`config.mk`:
```
export PLATFORM = sky130hd
export DESIGN_NAME = alu_pkt_parser
export DESIGN_NICKNAME = d
export VERILOG_FILES = /design/src/rtl/alu_pkg.sv /design/src/rtl/alu_pkt_timeout.sv /design/src/rtl/alu_pkt_parser.sv
export SDC_FILE = /design/constraint.sdc
export NUM_CORES = 1
export LEC_CHECK = 0
export CORE_MARGIN = 4
export CORE_UTILIZATION = 47
export DETAILED_ROUTE_END_ITERATION = 6
export PLACE_DENSITY = 0.81
export RECOVER_POWER = 25
export SYNTH_ARGS = -nofsm -noshare
export SYNTH_HDL_FRONTEND = slang
export SYNTH_HIERARCHICAL = 1
export SYNTH_SLANG_ARGS = --single-unit
```
`constraint.sdc`:
```
create_clock -name clk_i -period 1.8 [get_ports clk_i]
set_input_delay 0.27 -clock clk_i [delete_from_list [all_inputs] [get_ports clk_i]]
set_output_delay 0.27 -clock clk_i [all_outputs]
set_load 0.02 [all_outputs]
```
`src/rtl/alu_pkg.sv`:
```
// Shared definitions for the uart_alu packet path: opcodes, header size, parser states.
package alu_pkg;

    localparam logic [7:0] OP_ECHO  = 8'hEC;
    localparam logic [7:0] OP_ADD32 = 8'hAD;
    localparam logic [7:0] OP_MUL32 = 8'h88;
    localparam logic [7:0] OP_DIV32 = 8'hD1;

    localparam int HDR_BYTES = 4;

    // The first HDR_BYTES encodings are the header-byte states, in arrival order.
    typedef enum logic [2:0] {
        OPCODE  = 3'd0,
        RSVD    = 3'd1,
        LEN_LSB = 3'd2,
        LEN_MSB = 3'd3,
        HDR     = 3'd4,
        PAYLOAD = 3'd5,
        DROP    = 3'd6
    } pkt_state_e;

    function automatic logic is_known_opcode(input logic [7:0] op);
        return (op == OP_ECHO) || (op == OP_ADD32) || (op == OP_MUL32) || (op == OP_DIV32);
    endfunction

    function automatic logic is_hdr_state(input pkt_state_e s);
        return int'(s) < HDR_BYTES;
    endfunction

endpackage

```
`src/rtl/alu_pkt_timeout.sv`:
```
// Idle-cycle counter for the packet parser: counts enabled cycles, clears on request,
// and pulses expire_o (clearing itself) on the cycle the count sits at TimeoutCycles-1.
module alu_pkt_timeout #(
    parameter int TimeoutCycles = 8192
) (
    input  logic clk_i,
    input  logic rst_i,
    input  logic clr_i,
    input  logic en_i,
    output logic expire_o
);

    localparam int CntW = $clog2(TimeoutCycles);
    localparam logic [CntW-1:0] Terminal = CntW'(TimeoutCycles - 1);

    logic [CntW-1:0] cnt_q, cnt_d;

    assign expire_o = en_i && (cnt_q == Terminal);

    always_comb begin
        cnt_d = cnt_q;
        if (clr_i || expire_o) begin
            cnt_d = '0;
        end else if (en_i) begin
            cnt_d = cnt_q + CntW'(1);
        end
    end

    always_ff @(posedge clk_i or negedge rst_i) begin
        if (!rst_i) begin
            cnt_q <= '0;
        end else begin
            cnt_q <= cnt_d;
        end
    end

endmodule

```
`src/rtl/alu_pkt_parser.sv`:
```
// Header/payload parser between the UART receiver and the ALU datapath.
// Build option PARSER_TIMEOUT_EN adds an idle-timeout abort (alu_pkt_timeout).
//
// state   | meaning
// OPCODE  | idle, next byte is an opcode
// RSVD    | reserved header byte, discarded
// LEN_LSB | length low byte
// LEN_MSB | length high byte, loads remaining-byte counter
// HDR     | presenting opcode/length to the ALU, receiver stalled
// PAYLOAD | payload bytes passed straight through to the ALU
// DROP    | payload of an unknown-opcode packet, swallowed
module alu_pkt_parser
    import alu_pkg::*;
#(
    parameter int TimeoutCycles = 8192
) (
    input  logic        clk_i,
    input  logic        rst_i,
    input  logic [7:0]  rx_data_i,
    input  logic        rx_valid_i,
    output logic        rx_ready_o,
    output logic        hdr_valid_o,
    input  logic        hdr_ready_i,
    output logic [7:0]  opcode_o,
    output logic [15:0] length_o,
    output logic [7:0]  pl_data_o,
    output logic        pl_valid_o,
    input  logic        pl_ready_i,
    output logic        pl_last_o,
    output logic        err_opcode_o,
    output logic        err_timeout_o,
    output logic        busy_o
);

    pkt_state_e  state_q, state_d;
    logic [7:0]  opcode_q, opcode_d;
    logic [15:0] length_q, length_d;
    logic [15:0] cnt_q, cnt_d;
    logic        bad_q, bad_d;
    logic        err_opcode_q, err_opcode_d;
    logic        err_timeout_q;
    logic        accept;
    logic        timeout_expire;

    always_comb begin
        rx_ready_o = 1'b0;
        if (is_hdr_state(state_q) || state_q == DROP) begin
            rx_ready_o = 1'b1;
        end else if (state_q == PAYLOAD) begin
            rx_ready_o = pl_ready_i;
        end
    end

    assign accept        = rx_valid_i && rx_ready_o;
    assign hdr_valid_o   = (state_q == HDR);
    assign pl_valid_o    = (state_q == PAYLOAD) && rx_valid_i;
    assign pl_data_o     = rx_data_i;
    assign pl_last_o     = (state_q == PAYLOAD) && (cnt_q == 16'd1);
    assign busy_o        = (state_q != OPCODE);
    assign opcode_o      = opcode_q;
    assign length_o      = length_q;
    assign err_opcode_o  = err_opcode_q;
    assign err_timeout_o = err_timeout_q;

`ifdef PARSER_TIMEOUT_EN
    logic idle_en;
    logic idle_clr;

    assign idle_en  = (state_q != OPCODE) && (state_q != HDR) && rx_ready_o && !rx_valid_i;
    assign idle_clr = accept || (state_d != state_q);

    alu_pkt_timeout #(
        .TimeoutCycles (TimeoutCycles)
    ) u_timeout (
        .clk_i    (clk_i),
        .rst_i    (rst_i),
        .clr_i    (idle_clr),
        .en_i     (idle_en),
        .expire_o (timeout_expire)
    );
`else
    // Without the idle timer the parameter has no effect; this keeps it referenced.
    assign timeout_expire = (TimeoutCycles < 0);
`endif

    always_comb begin
        state_d      = state_q;
        opcode_d     = opcode_q;
        length_d     = length_q;
        cnt_d        = cnt_q;
        bad_d        = bad_q;
        err_opcode_d = 1'b0;
        case (state_q)
            OPCODE: if (accept) begin
                opcode_d     = rx_data_i;
                bad_d        = !is_known_opcode(rx_data_i);
                err_opcode_d = !is_known_opcode(rx_data_i);
                state_d      = RSVD;
            end
            RSVD: if (accept) begin
                state_d = LEN_LSB;
            end
            LEN_LSB: if (accept) begin
                length_d[7:0] = rx_data_i;
                state_d       = LEN_MSB;
            end
            LEN_MSB: if (accept) begin
                length_d[15:8] = rx_data_i;
                cnt_d          = {rx_data_i, length_q[7:0]};
                if (!bad_q) begin
                    state_d = HDR;
                end else if (cnt_d == 16'd0) begin
                    state_d = OPCODE;
                end else begin
                    state_d = DROP;
                end
            end
            HDR: if (hdr_ready_i) begin
                state_d = (length_q != 16'd0) ? PAYLOAD : OPCODE;
            end
            PAYLOAD, DROP: if (accept) begin
                cnt_d = cnt_q - 16'd1;
                if (cnt_q == 16'd1) begin
                    state_d = OPCODE;
                end
            end
            default: state_d = OPCODE;
        endcase
        if (timeout_expire) begin
            state_d = OPCODE;
        end
    end

    always_ff @(posedge clk_i or negedge rst_i) begin
        if (!rst_i) begin
            state_q       <= OPCODE;
            opcode_q      <= 8'h00;
            length_q      <= 16'h0000;
            cnt_q         <= 16'h0000;
            bad_q         <= 1'b0;
            err_opcode_q  <= 1'b0;
            err_timeout_q <= 1'b0;
        end else begin
            state_q       <= state_d;
            opcode_q      <= opcode_d;
            length_q      <= length_d;
            cnt_q         <= cnt_d;
            bad_q         <= bad_d;
            err_opcode_q  <= err_opcode_d;
            err_timeout_q <= timeout_expire;
        end
    end

endmodule

```
### Yosys cells after proc, flatten, opt, wreduce, memory -nomap -nowiden

Cells that the tools add are included.

* add/subtract/negate cells: 1
* $lt $le $gt $ge: 1
* eq/ne operators: 18
* muxes and demuxes: 18
* reductions and logical operators: 19

Operators by type and width (count)
* $eq 8x8->1 const B: 4
* $mux 16: 2
* $pmux 16 s2: 1
* $mux 3: 10
* $pmux 3 s6: 1
* $eq 16x1->1 const B: 1
* $logic_not 16->1: 1
* $reduce_bool 16->1: 1
* $sub 16x1->16 const B: 1
* $ne 2x2->1 const B: 6
* $eq 3x3->1 const B: 3
* $reduce_and 7->1: 1
* $eq 3x2->1 const B: 2
* $reduce_and 2->1: 3
* $logic_or 1x1->1: 4
* $mux 1: 4
* $eq 3x1->1 const B: 1
* $logic_and 1x1->1: 3
* $logic_not 3->1: 1
* $lt 3x3->1 const B: 1
* $reduce_and 3->1: 1
* $reduce_bool 3->1: 1
* $ne 2x1->1 const B: 1
* $reduce_bool 2->1: 1
* other kinds (2): 2

* flip-flop bits (word level): 45
* input bits: 13
* word-level logic and storage cells: 64

### Depth between registers and ports, before layout

Gate-level depths: netlist of run 1.

* depth in word-level cells: 7
* depth in mapped cells: 7
* depth with buffers taken out: 6

### Worst setup path after synthesis of run 1

Ideal clock, no wire load.

* path kind: register -> output
* start point: register cnt_q[1]
* end point: output port pl_last_o
* arrival: 1.631 ns
* setup slack: -0.101 ns
* cell stages (with the launch flop): 6
* buffers on the path: 0
* cell sequence: dfrtp_1 > inv_1 > ha_1 > nor4b_1 > nand4_1 > nor4_1

* longest elaborated chain between the ends: 2

Ends and longest elaborated chain
* start: declaration: RTL line alu_pkt_parser.sv:38 `logic [15:0] cnt_q, cnt_d;`
* start signal: assignment: RTL line alu_pkt_parser.sv:147 `cnt_q <= cnt_d;`
* $eq 16x1->1: RTL line alu_pkt_parser.sv:58 `assign pl_last_o = (state_q == PAYLOAD) && (cnt_q == 16'd1);`
* $logic_and 1x1->1: RTL line alu_pkt_parser.sv:58
* end: declaration: RTL line alu_pkt_parser.sv:29 `output logic pl_last_o,`

Every way passes these cells.

### Worst setup path in the final report of run 1

* start point: register cnt_q[1]
* end point: register cnt_q[9]

* longest elaborated chain between the ends: 3

Ends and longest elaborated chain
* $sub 16x1->16: RTL line alu_pkt_parser.sv:122 `cnt_d = cnt_q - 16'd1;`
* $mux 16: RTL line alu_pkt_parser.sv:121 `PAYLOAD, DROP: if (accept) begin`
* $pmux 16 s2: RTL line alu_pkt_parser.sv:93 `case (state_q)`

Every way passes these cells. The select of a mux whose other input is x is not followed.
A chain may end at the register's enable or synchronous reset.

==> results of run 1 <==
==> through the flow <==
| step | setup WS, ps | power (uW) | util [%] |
|---|---|---|---|
| 6_report | -158.7 | 7578 | 74.60 |
| 5_1_grt | -213.9 | 7943 | 74.60 |
| 4_1_cts | -125.7 | 7228 | 72.76 |
| 3_5_place_dp | -309.9 | 6030 | 67.55 |
| 3_3_place_gp | -218.5 | 5854 | 67.55 |
| 2_1_floorplan | 71.67 | 4046 | - |
==> path summary, 6_finish.rpt <==
| kind | startpoint | endpoint | slack, ps | cells past startpoint |
|---|---|---|---|---|
| worst max-delay path | cnt_q[1] | cnt_q[9] | -160 | 7 |
| worst min-delay path | rst_i | cnt_q[1] | 500 | 2 |
| worst max register to register | cnt_q[1] | cnt_q[9] | -160 | 7 |
| worst min register to register | opcode_o[6] | opcode_o[6] | 510 | 1 |
| max in group asynchronous | rst_i | length_o[7] | 320 | 3 |
| min in group clk_i | opcode_o[6] | opcode_o[6] | 510 | 1 |
==> per-layer routing <==
layer | up-vias | global-route usage, % | wire length, um | part of all wire, %
met4 | 0 | 9.211 | 463 | 5.0
met2 | 182 | 45.26 | 4562 | 49
li1 | 1217 | - | - | -
met3 | 67 | 5.060 | 645 | 6.9
met1 | 1352 | 30.89 | 3619 | 39
met5 | - | 0 | 0 | 0
==> where the power goes <==
group          switching, uW  leakage [uW]  internal [uW]
logic                   2370       0.00116           2350
clock network            369     0.0000681            552
registers                409      0.000534           1520
==> cell usage after synthesis (3+ instances only) <==
library cell  instances  area [um^2]
o211ai_1              3        22.52
buf_2                10        50.05
clkbuf_1              4        15.01
nand3_1               5        25.02
o21ai_1               3        15.01
buf_4                 9        67.56
nand4_1               9        56.30
o31ai_1               3        22.52
inv_1                12        45.04
nor4_1               10        62.56
dfrtp_1              45         1126
or3_1                 3        18.77
o21ai_0               7        35.03
nor3_1                6        30.03
nor2_1               14        52.55
a21oi_1               9        45.04
nand2_1               7        26.28
o22ai_1               3        18.77
and3_1                4        25.02
mux2_2               22        247.7
nor3b_1               3        22.52
and4b_1               3        30.03
==> critical path: cells and delay by family (launching register included) <==
family / cells / cell delay [ps]
simple gates: 3 / 970
buf+inv: 3 / 420
flops: 1 / 410
compound gates: 1 / 30
==> flip-flops by register name (all words and copies together), names as in the netlist <==
signal        flops
cnt_q            16
length_o         16
opcode_o          8
state_q           3
bad_q             1
err_opcode_o      1
==> cell families (layout without fill, tap and decap cells) <==
| kind of cell | after synthesis | in the layout | share of synthesized area [%] |
|---|---|---|---|
| other | 1 | 1 | 0.1402 |
| and+or+nand+nor | 82 | 82 | 19.13 |
| buffers and inverters | 37 | 155 | 7.483 |
| adders and majority gates | 2 | 2 | 0.9353 |
| muxes | 25 | 25 | 10.43 |
| AOI/OAI and AO/OA | 63 | 65 | 18.85 |
| xor gates and xnor gates | 2 | 2 | 0.9357 |
| DFF | 45 | 45 | 42.10 |
==> final cells by class <==
cell class / count / area [um^2] / share of cell area, %
clock inverters: 3 / 65.06 / 1.584
repair buffers: 135 / 1180 / 28.72
multi-input cells: 177 / 1528 / 37.19
clock buffers: 5 / 68.82 / 1.675
inverters: 12 / 47.55 / 1.157
flip-flops and latches: 45 / 1129 / 27.47
well taps: 72 / 90.09 / 2.193
==> repair_timing <==
| action | in CTS | in global routing |
|---|---|---|
| hold buffers | 1 | 0 |
| cloned | 0 | 2 |
| pin swaps | 14 | 15 |
| buffers inserted | 5 | 3 |
| endpoints found under the hold margin | 22 | 0 |
| endpoints found under the setup margin | 17 | 25 |
| gates resized for setup | 42 | 24 |
==> flow_metrics.py, run 1 <==
metrics = {
    "cells_and_area": {
        "fin_nets": 391,
        "n_antenna_cell": 0,
        "design_area_um2": 4108,
        "area_growth_pct": 53.55,
        "final_cell_count_no_fill": 449,
        "final_cell_mix": "buf_4, dfrtp_1, clkdlybuf4s50_1",
        "fillers": 372,
        "final_common_cell": "buf_4",
        "drive_gt1_share_pct": 42.97,
    },
    "detailed_routing": {
        "drt_iter0_drc": 473,
        "drtAntennaViolNets": 0,
        "drc": 0,
        "vias": 2818,
        "dr.pass1.iters": 5,
        "totalWireLength_um": 9291,
        "vias_per_cell": 6.276,
        "wl_per_cell_um": 20.69,
    },
    "floorplan": {
        "pin_count": 52,
        "coreArea_um2": 5507,
        "chipWidth_um": 83.44,
        "num_rows": 27,
        "initial_utilization_pct": 48.58,
        "die_area_um2": 6962,
        "die_h_um": 83.44,
    },
    "power": {
        "ir_drop_uv": 1067,
        "p_per_area_nw_per_um2": 1845,
        "leakagePower_uw": 0.001759,
    },
    "timing": {
        "relSlewSlack_pct": 59.57,
        "final.period_utilization_pct": 108.8,
        "period_needed_ps": 1959,
        "setup_slack_ps": -158.7,
        "fmax_ghz": 0.5106,
        "holdWs_ps": 498.0,
        "hold_violations": 0,
        "tightest_slew_ps": 606.5,
        "finalSetupViolCount": 9,
        "rsz0062_at_grt": "true",
        "drv_slew": 0,
        "tns_ps": -755.7,
        "finClkSkew_ps": 8.464,
    },
    "global_routing": {
        "grt_max_degree": 24,
        "antenna_found_initial": 0,
        "grt_usage_pct": 25.63,
        "overflow": 0,
        "grt_pass1_wl_um": 14560,
        "grt_pass1_vias": 2843,
    },
    "worst_setup_path": {
        "path_cells": "buf_6 > or4_4 > buf_4 > buf_6 > nor4_4 > and3_4 > a211oi_2",
        "cpMostUsedCell": "buf_6",
        "worst_ep_arrival_time_ps": 2140,
        "slowest_stage": "or4_4",
        "endpoint_kind": "flop",
        "critPathLaunchType": "flop",
        "cp_slowest_stage_delay_ps": 560,
        "required_ps": 1980,
        "crit_fanout": 2,
        "worstSetupPathType": "flop to flop",
    },
    "clock_tree": {
        "cts_num_sinks": 45,
        "cts_buffers": 5,
        "clock_latency_ps": 300,
        "cts_root_buf": "clkbuf_8",
        "tritoncts": "built",
        "clockBufferDepth": 2,
        "clk_pin_slew_ps": 90,
        "htreeDepth": 2,
    },
    "hold_path": {
        "hold_path.class": "input port to async pin",
    },
    "placement": {
        "place_inst": 430,
        "portBuffers": 50,
        "place_area_um2": 3720,
        "gp_congestion": 0.9485,
        "dp_hpwl_um": 6256,
    },
    "status": {
        "status": "finished, violations left",
        "violations": "negative setup slack",
    },
    "yosys": {
        "synth_edf_count": 0,
        "synth_ff_type": "dfrtp_1",
        "synth_cell_types": 71,
        "synth_area_um2": 2675,
        "syn_avg_cell_area_um2": 10.41,
        "syn-num-nets": 272,
        "ys_seq_area_share_pct": 42.10,
        "synth_cells": 257,
        "yosysWarnings": 6,
        "async_flop_share_pct": 100.0,
        "synth-seq-cells": 45,
    },
    "run": {
        "maxCapViolations": 0,
    },
}
No activity file was read; power rests on OpenSTA's default activity.
==> inputs of run 2 (changes only) <==
--- a/config.mk
+++ b/config.mk
@@ -6,10 +6,11 @@
 export NUM_CORES = 1
 export LEC_CHECK = 0
 export CORE_MARGIN = 4
-export CORE_UTILIZATION = 47
+export CORE_UTILIZATION = 50
 export DETAILED_ROUTE_END_ITERATION = 6
-export PLACE_DENSITY = 0.81
-export RECOVER_POWER = 25
+export GPL_TIMING_DRIVEN = 0
+export PLACE_DENSITY = 0.82
+export RECOVER_POWER = 100
 export SYNTH_ARGS = -nofsm -noshare
 export SYNTH_HDL_FRONTEND = slang
 export SYNTH_HIERARCHICAL = 1
==> constraint.sdc (replaced) <==
create_clock -name clk_i -period 2.24 [get_ports clk_i]
set_input_delay 0.336 -clock clk_i [delete_from_list [all_inputs] [get_ports clk_i]]
set_output_delay 0.336 -clock clk_i [all_outputs]
set_load 0.02 [all_outputs]
==> flow_metrics.py, run 2 (synthesis gave the netlist of run 1 again) <==
metrics = {
    "worst_setup_path": {
        "crit_fanout": 4,
        "endpoint_kind": "output pin",
        "cp_slowest_stage_delay_ps": 420,
        "cp_num_cells": 6,
        "cpLargestDelayFamily": "simple AND/OR/NAND/NOR gates",
        "critPathLaunchType": "flop",
        "worstSetupPathType": "flop to output pin",
        "path_cells": "inv_2 > ha_1 > nor4b_2 > nand4_1 > nor4_2 > buf_4",
        "crit_buf_inv": 2,
        "r2r_cells": 4,
        "worst_ep_arrival_time_ps": 1860,
        "slowest_stage": "dfrtp_1",
        "required_ps": 1900,
    },
    "timing": {
        "finalSetupViolCount": 0,
        "hold_violations": 0,
        "drv_slew": 0,
        "final.period_utilization_pct": 98.18,
        "holdWs_ps": 481.4,
        "rsz0062_at_grt": "true",
        "finClkSkew_ps": 4.128,
        "relSlewSlack_pct": 36.94,
        "tightest_slew_ps": 945.9,
        "fmax_ghz": 0.4547,
        "tns_ps": 0,
        "period_needed_ps": 2199,
    },
    "detailed_routing": {
        "drc": 0,
        "met1_length_um": 3147,
        "drtAntennaViolNets": 0,
        "totalWireLength_um": 7258,
        "drt_iter0_drc": 230,
        "vias": 2336,
        "wl_per_cell_um": 18.80,
        "dr.pass1.iters": 4,
        "wl_met3_um": 499,
        "wl_met2_um": 3441,
        "top_layer": "met4",
        "vias_per_cell": 6.052,
    },
    "cells_and_area": {
        "final_common_cell": "dfrtp_1",
        "n_antenna_cell": 0,
        "drive_gt1_share_pct": 20.57,
        "area_growth_pct": 24.04,
        "final_cell_mix": "dfrtp_1, dlygate4sd3_1, mux2_2",
        "fillers": 451,
        "final_cell_count_no_fill": 386,
        "fin_nets": 332,
        "design_area_um2": 3318,
    },
    "floorplan": {
        "chipWidth_um": 81.15,
        "die_area_um2": 6585,
        "num_rows": 26,
        "pin_count": 52,
        "coreArea_um2": 5140,
        "die_h_um": 81.15,
        "initial_utilization_pct": 52.04,
    },
    "clock_tree": {
        "cts_root_buf": "clkbuf_8",
        "htreeDepth": 2,
        "clk_pin_slew_ps": 80,
        "tritoncts": "built",
        "cts_buffers": 5,
        "clock_latency_ps": 300,
        "cts_num_sinks": 45,
        "clockBufferDepth": 2,
    },
    "status": {
        "status": "complete, no violations",
    },
    "global_routing": {
        "grt_max_degree": 39,
        "grt_usage_pct": 24.08,
        "grt_pass1_vias": 2309,
        "grt_pass1_wl_um": 12110,
        "antenna_found_initial": 0,
        "overflow": 0,
    },
    "power": {
        "p_int_uw": 2546,
        "switchingPower_uw": 2048,
        "combPwrFrac_pct": 54.4,
        "p_seq_share_pct": 35.4,
        "swShare_pct": 44.58,
        "p_per_area_nw_per_um2": 1385,
        "power_frac_clock_pct": 10.1,
        "ir_drop_uv": 794.8,
        "leakagePower_uw": 0.001383,
        "finalPower_uw": 4594,
    },
    "placement": {
        "gp_congestion": 0.8688,
        "dp_hpwl_um": 5265,
        "place_inst": 376,
        "place_area_um2": 3258,
        "portBuffers": 48,
    },
    "run": {
        "maxCapViolations": 0,
    },
    "hold_path": {
        "hold_path.class": "input port to async pin",
    },
}
==> run 2: repair_timing <==
action                                 in CTS  in global routing
pin swaps                                   1                  2
buffers inserted                            1                  2
hold buffers                                1                  0
endpoints found under the hold margin       7                  0
gates resized for setup                     7                  6
setup endpoints to repair                   4                  3
==> run 2: power by group through the flow <==
stage	sequential (uW)	clock [uW]	combinational [uW]
final	1630	466	2500
after global routing	1690	524	2710
after CTS	1620	484	2600
after detailed placement	1640	0	2590
after global placement	1610	0	2540
after floorplan	1810	0	1430
==> run 2: worst paths after layout <==
check                             from     endpoint  slack (ps)
max                           cnt_q[1]    pl_last_o          40
min                              rst_i     cnt_q[2]         480
max reg2reg                 state_q[1]  opcode_o[3]         180
min reg2reg                opcode_o[6]  opcode_o[6]         490
max in group asynchronous        rst_i  opcode_o[4]         490
min in group clk_i         opcode_o[6]  opcode_o[6]         490
==> run 2: layer usage <==
layer / GRT usage, % / vias to the layer above
met5: 0 / -
met4: 8.953 / 0
met3: 5.322 / 15
met2: 37.85 / 91
met1: 32.53 / 1148
li1: - / 1082
==> run 2: through the flow <==
step | setup WS [ps] | utilization (%)
floorplan | 272.6 | -
CTS | -87.98 | 65.12
finish | 40.81 | 64.56
global route | -94.64 | 64.56
global placement | -400.0 | 63.10
detailed placement | -147.8 | 63.39
==> run 2: cell type report <==
class / instances / area [um^2] / share of cell area (%)
clock inverter: 1 / 5.005 / 0.1508
timing repair buffer: 53 / 508.0 / 15.31
tap: 70 / 87.58 / 2.640
multi-input combinational: 175 / 1334 / 40.20
clock buffer: 5 / 68.82 / 2.074
inverter: 12 / 45.04 / 1.357
sequential: 45 / 1126 / 33.94
buffer: 25 / 143.9 / 4.336
==> inputs of run 3 (changes only) <==
--- a/config.mk
+++ b/config.mk
@@ -6,10 +6,10 @@
 export NUM_CORES = 1
 export LEC_CHECK = 0
 export CORE_MARGIN = 4
-export CORE_UTILIZATION = 50
+export CORE_UTILIZATION = 52
 export DETAILED_ROUTE_END_ITERATION = 6
 export GPL_TIMING_DRIVEN = 0
-export PLACE_DENSITY = 0.82
+export PLACE_DENSITY = 0.85
 export RECOVER_POWER = 100
 export SYNTH_ARGS = -nofsm -noshare
 export SYNTH_HDL_FRONTEND = slang
==> flow_metrics.py, run 3 (synthesis gave the netlist of run 1 again) <==
metrics = {
    "worst_setup_path": {
        "critPathLaunchType": "input port",
        "worst_ep_arrival_time_ps": 1870,
        "reg2reg_slack_ps": 180,
        "crit_fanout": 8,
        "r2r_start": "state_q[2]",
        "startpoint": "rx_data_i[3]",
        "cpLargestDelayFamily": "buffers and inverters",
        "r2r_cells": 6,
        "slowest_stage": "clkdlybuf4s50_1",
        "crit_buf_inv": 3,
        "endpoint_kind": "output pin",
        "cp_num_cells": 3,
        "required_ps": 1900,
        "r2r_end": "cnt_q[13]",
        "path_cells": "clkdlybuf4s50_1 > buf_4 > dlygate4sd3_1",
        "critPathCapture": "pl_data_o[3]",
        "worstSetupPathType": "input port to output pin",
        "cp_slowest_stage_delay_ps": 700,
    },
    "hold_path": {
        "hold_path.class": "input port to async pin",
    },
    "floorplan": {
        "chipWidth_um": 79.73,
        "pin_count": 52,
        "num_rows": 25,
        "initial_utilization_pct": 55.17,
        "coreArea_um2": 4848,
        "die_h_um": 79.73,
        "die_area_um2": 6356,
    },
    "global_routing": {
        "grt_pass1_vias": 2314,
        "grt_usage_pct": 24.63,
        "grt_pass1_wl_um": 12150,
        "antenna_found_initial": 0,
        "grt-busiest-layer": "met2",
        "grt_util_met1_pct": 33.67,
        "grt_max_degree": 42,
        "use_met2_pct": 40.32,
        "met3_usage_pct": 4.628,
        "overflow": 0,
    },
    "clock_tree": {
        "cts_buffers": 5,
        "cts_num_sinks": 45,
        "clk_pin_slew_ps": 90,
        "htreeDepth": 2,
        "cts_root_buf": "clkbuf_8",
        "clock_latency_ps": 310,
        "tritoncts": "built",
        "clockBufferDepth": 2,
    },
    "cells_and_area": {
        "ff_latch_area_um2": 1126,
        "area_growth_pct": 23.95,
        "final_common_cell": "dfrtp_1",
        "drive_gt1_share_pct": 20.19,
        "fin_nets": 331,
        "final_cell_mix": "dfrtp_1, dlygate4sd3_1, mux2_2",
        "design_area_um2": 3316,
        "multi_input_area_um2": 1329,
        "fillers": 374,
        "n_antenna_cell": 0,
    },
    "timing": {
        "drv_slew": 0,
        "hold_violations": 0,
        "relSlewSlack_pct": 32.68,
        "rsz0062_at_grt": "true",
        "finClkSkew_ps": 10.40,
        "fmax_ghz": 0.4524,
        "period_needed_ps": 2211,
        "finalSetupViolCount": 0,
        "final.period_utilization_pct": 98.69,
        "tightest_slew_ps": 1010,
        "tns_ps": 0,
    },
    "power": {
        "leakagePower_uw": 0.001358,
        "combPwrFrac_pct": 53.2,
        "p_seq_share_pct": 34.9,
        "ir_drop_uv": 887.9,
        "p_int_uw": 2572,
        "p_per_area_nw_per_um2": 1409,
        "switchingPower_uw": 2101,
        "power_frac_clock_pct": 11.9,
        "swShare_pct": 44.96,
    },
    "detailed_routing": {
        "vias_per_cell": 6.391,
        "totalWireLength_um": 7389,
        "drtAntennaViolNets": 0,
        "wl_per_cell_um": 19.24,
        "dr.pass1.iters": 7,
        "drt_iter0_drc": 287,
        "vias": 2454,
        "drc": 0,
    },
    "status": {
        "status": "complete, no violations",
    },
    "placement": {
        "portBuffers": 48,
        "gp_congestion": 0.9153,
        "dp_hpwl_um": 5254,
        "place_area_um2": 3254,
    },
    "run": {
        "maxCapViolations": 0,
    },
}
==> run 3: layout make-up <==
type / instances / area share [%]
clock inverters: 2 / 0.4906
inverters: 12 / 1.358
clock buffers: 6 / 2.491
plain buffers: 25 / 4.415
well taps: 67 / 2.528
repair buffers: 52 / 14.68
flip-flops and latches: 45 / 33.96
multi-input cells: 175 / 40.08
==> run 3: power groups by stage <==
stage / Combinational [uW] / Sequential (uW) / Clock [uW]
CTS: 2610 / 1630 / 550
detailed placement: 2590 / 1640 / 0
finish: 2490 / 1630 / 557
floorplan: 1430 / 1810 / 0
global placement: 2530 / 1610 / 0
global route: 2670 / 1690 / 590
==> run 3: worst min path at each step <==
stage	end	slack, ps	cells past startpoint	from
6_report	opcode_o[4]	420	2	rst_i
5_1_grt	opcode_o[1]	440	2	rst_i
4_1_cts	opcode_o[4]	390	2	rst_i
3_5_place_dp	opcode_o[4]	170	1	rst_i
3_3_place_gp	opcode_o[6]	470	1	opcode_o[6]
2_1_floorplan	bad_q	40	0	rst_i
==> run 3: metrics by stage <==
step	instances	util, %	power [uW]	setup WS [ps]	hold slack (ps)
6_report	384	68.39	4672	29.45	423.9
5_1_grt	384	68.39	4956	-32.25	435.8
4_1_cts	384	69.70	4793	0.3577	388.4
3_5_place_dp	373	67.12	4233	-175.0	166.8
3_3_place_gp	372	66.81	4143	-343.1	470.1
2_1_floorplan	257	-	3248	272.6	40.41
==> run 3: what timing repair did <==
action                                 CTS  global route
gates resized for setup                  9             4
setup endpoints to repair                4             4
hold buffers                             1             0
endpoints found under the hold margin    4             0
setup buffers                            2             0
pin swaps                                1             0
==> run 3: layer usage <==
| layer | vias up | share of wire, % |
|---|---|---|
| met4 | 0 | 0.83 |
| met3 | 10 | 7.6 |
| met2 | 142 | 49 |
| met1 | 1209 | 42 |
| li1 | 1093 | - |
| met5 | - | 0 |
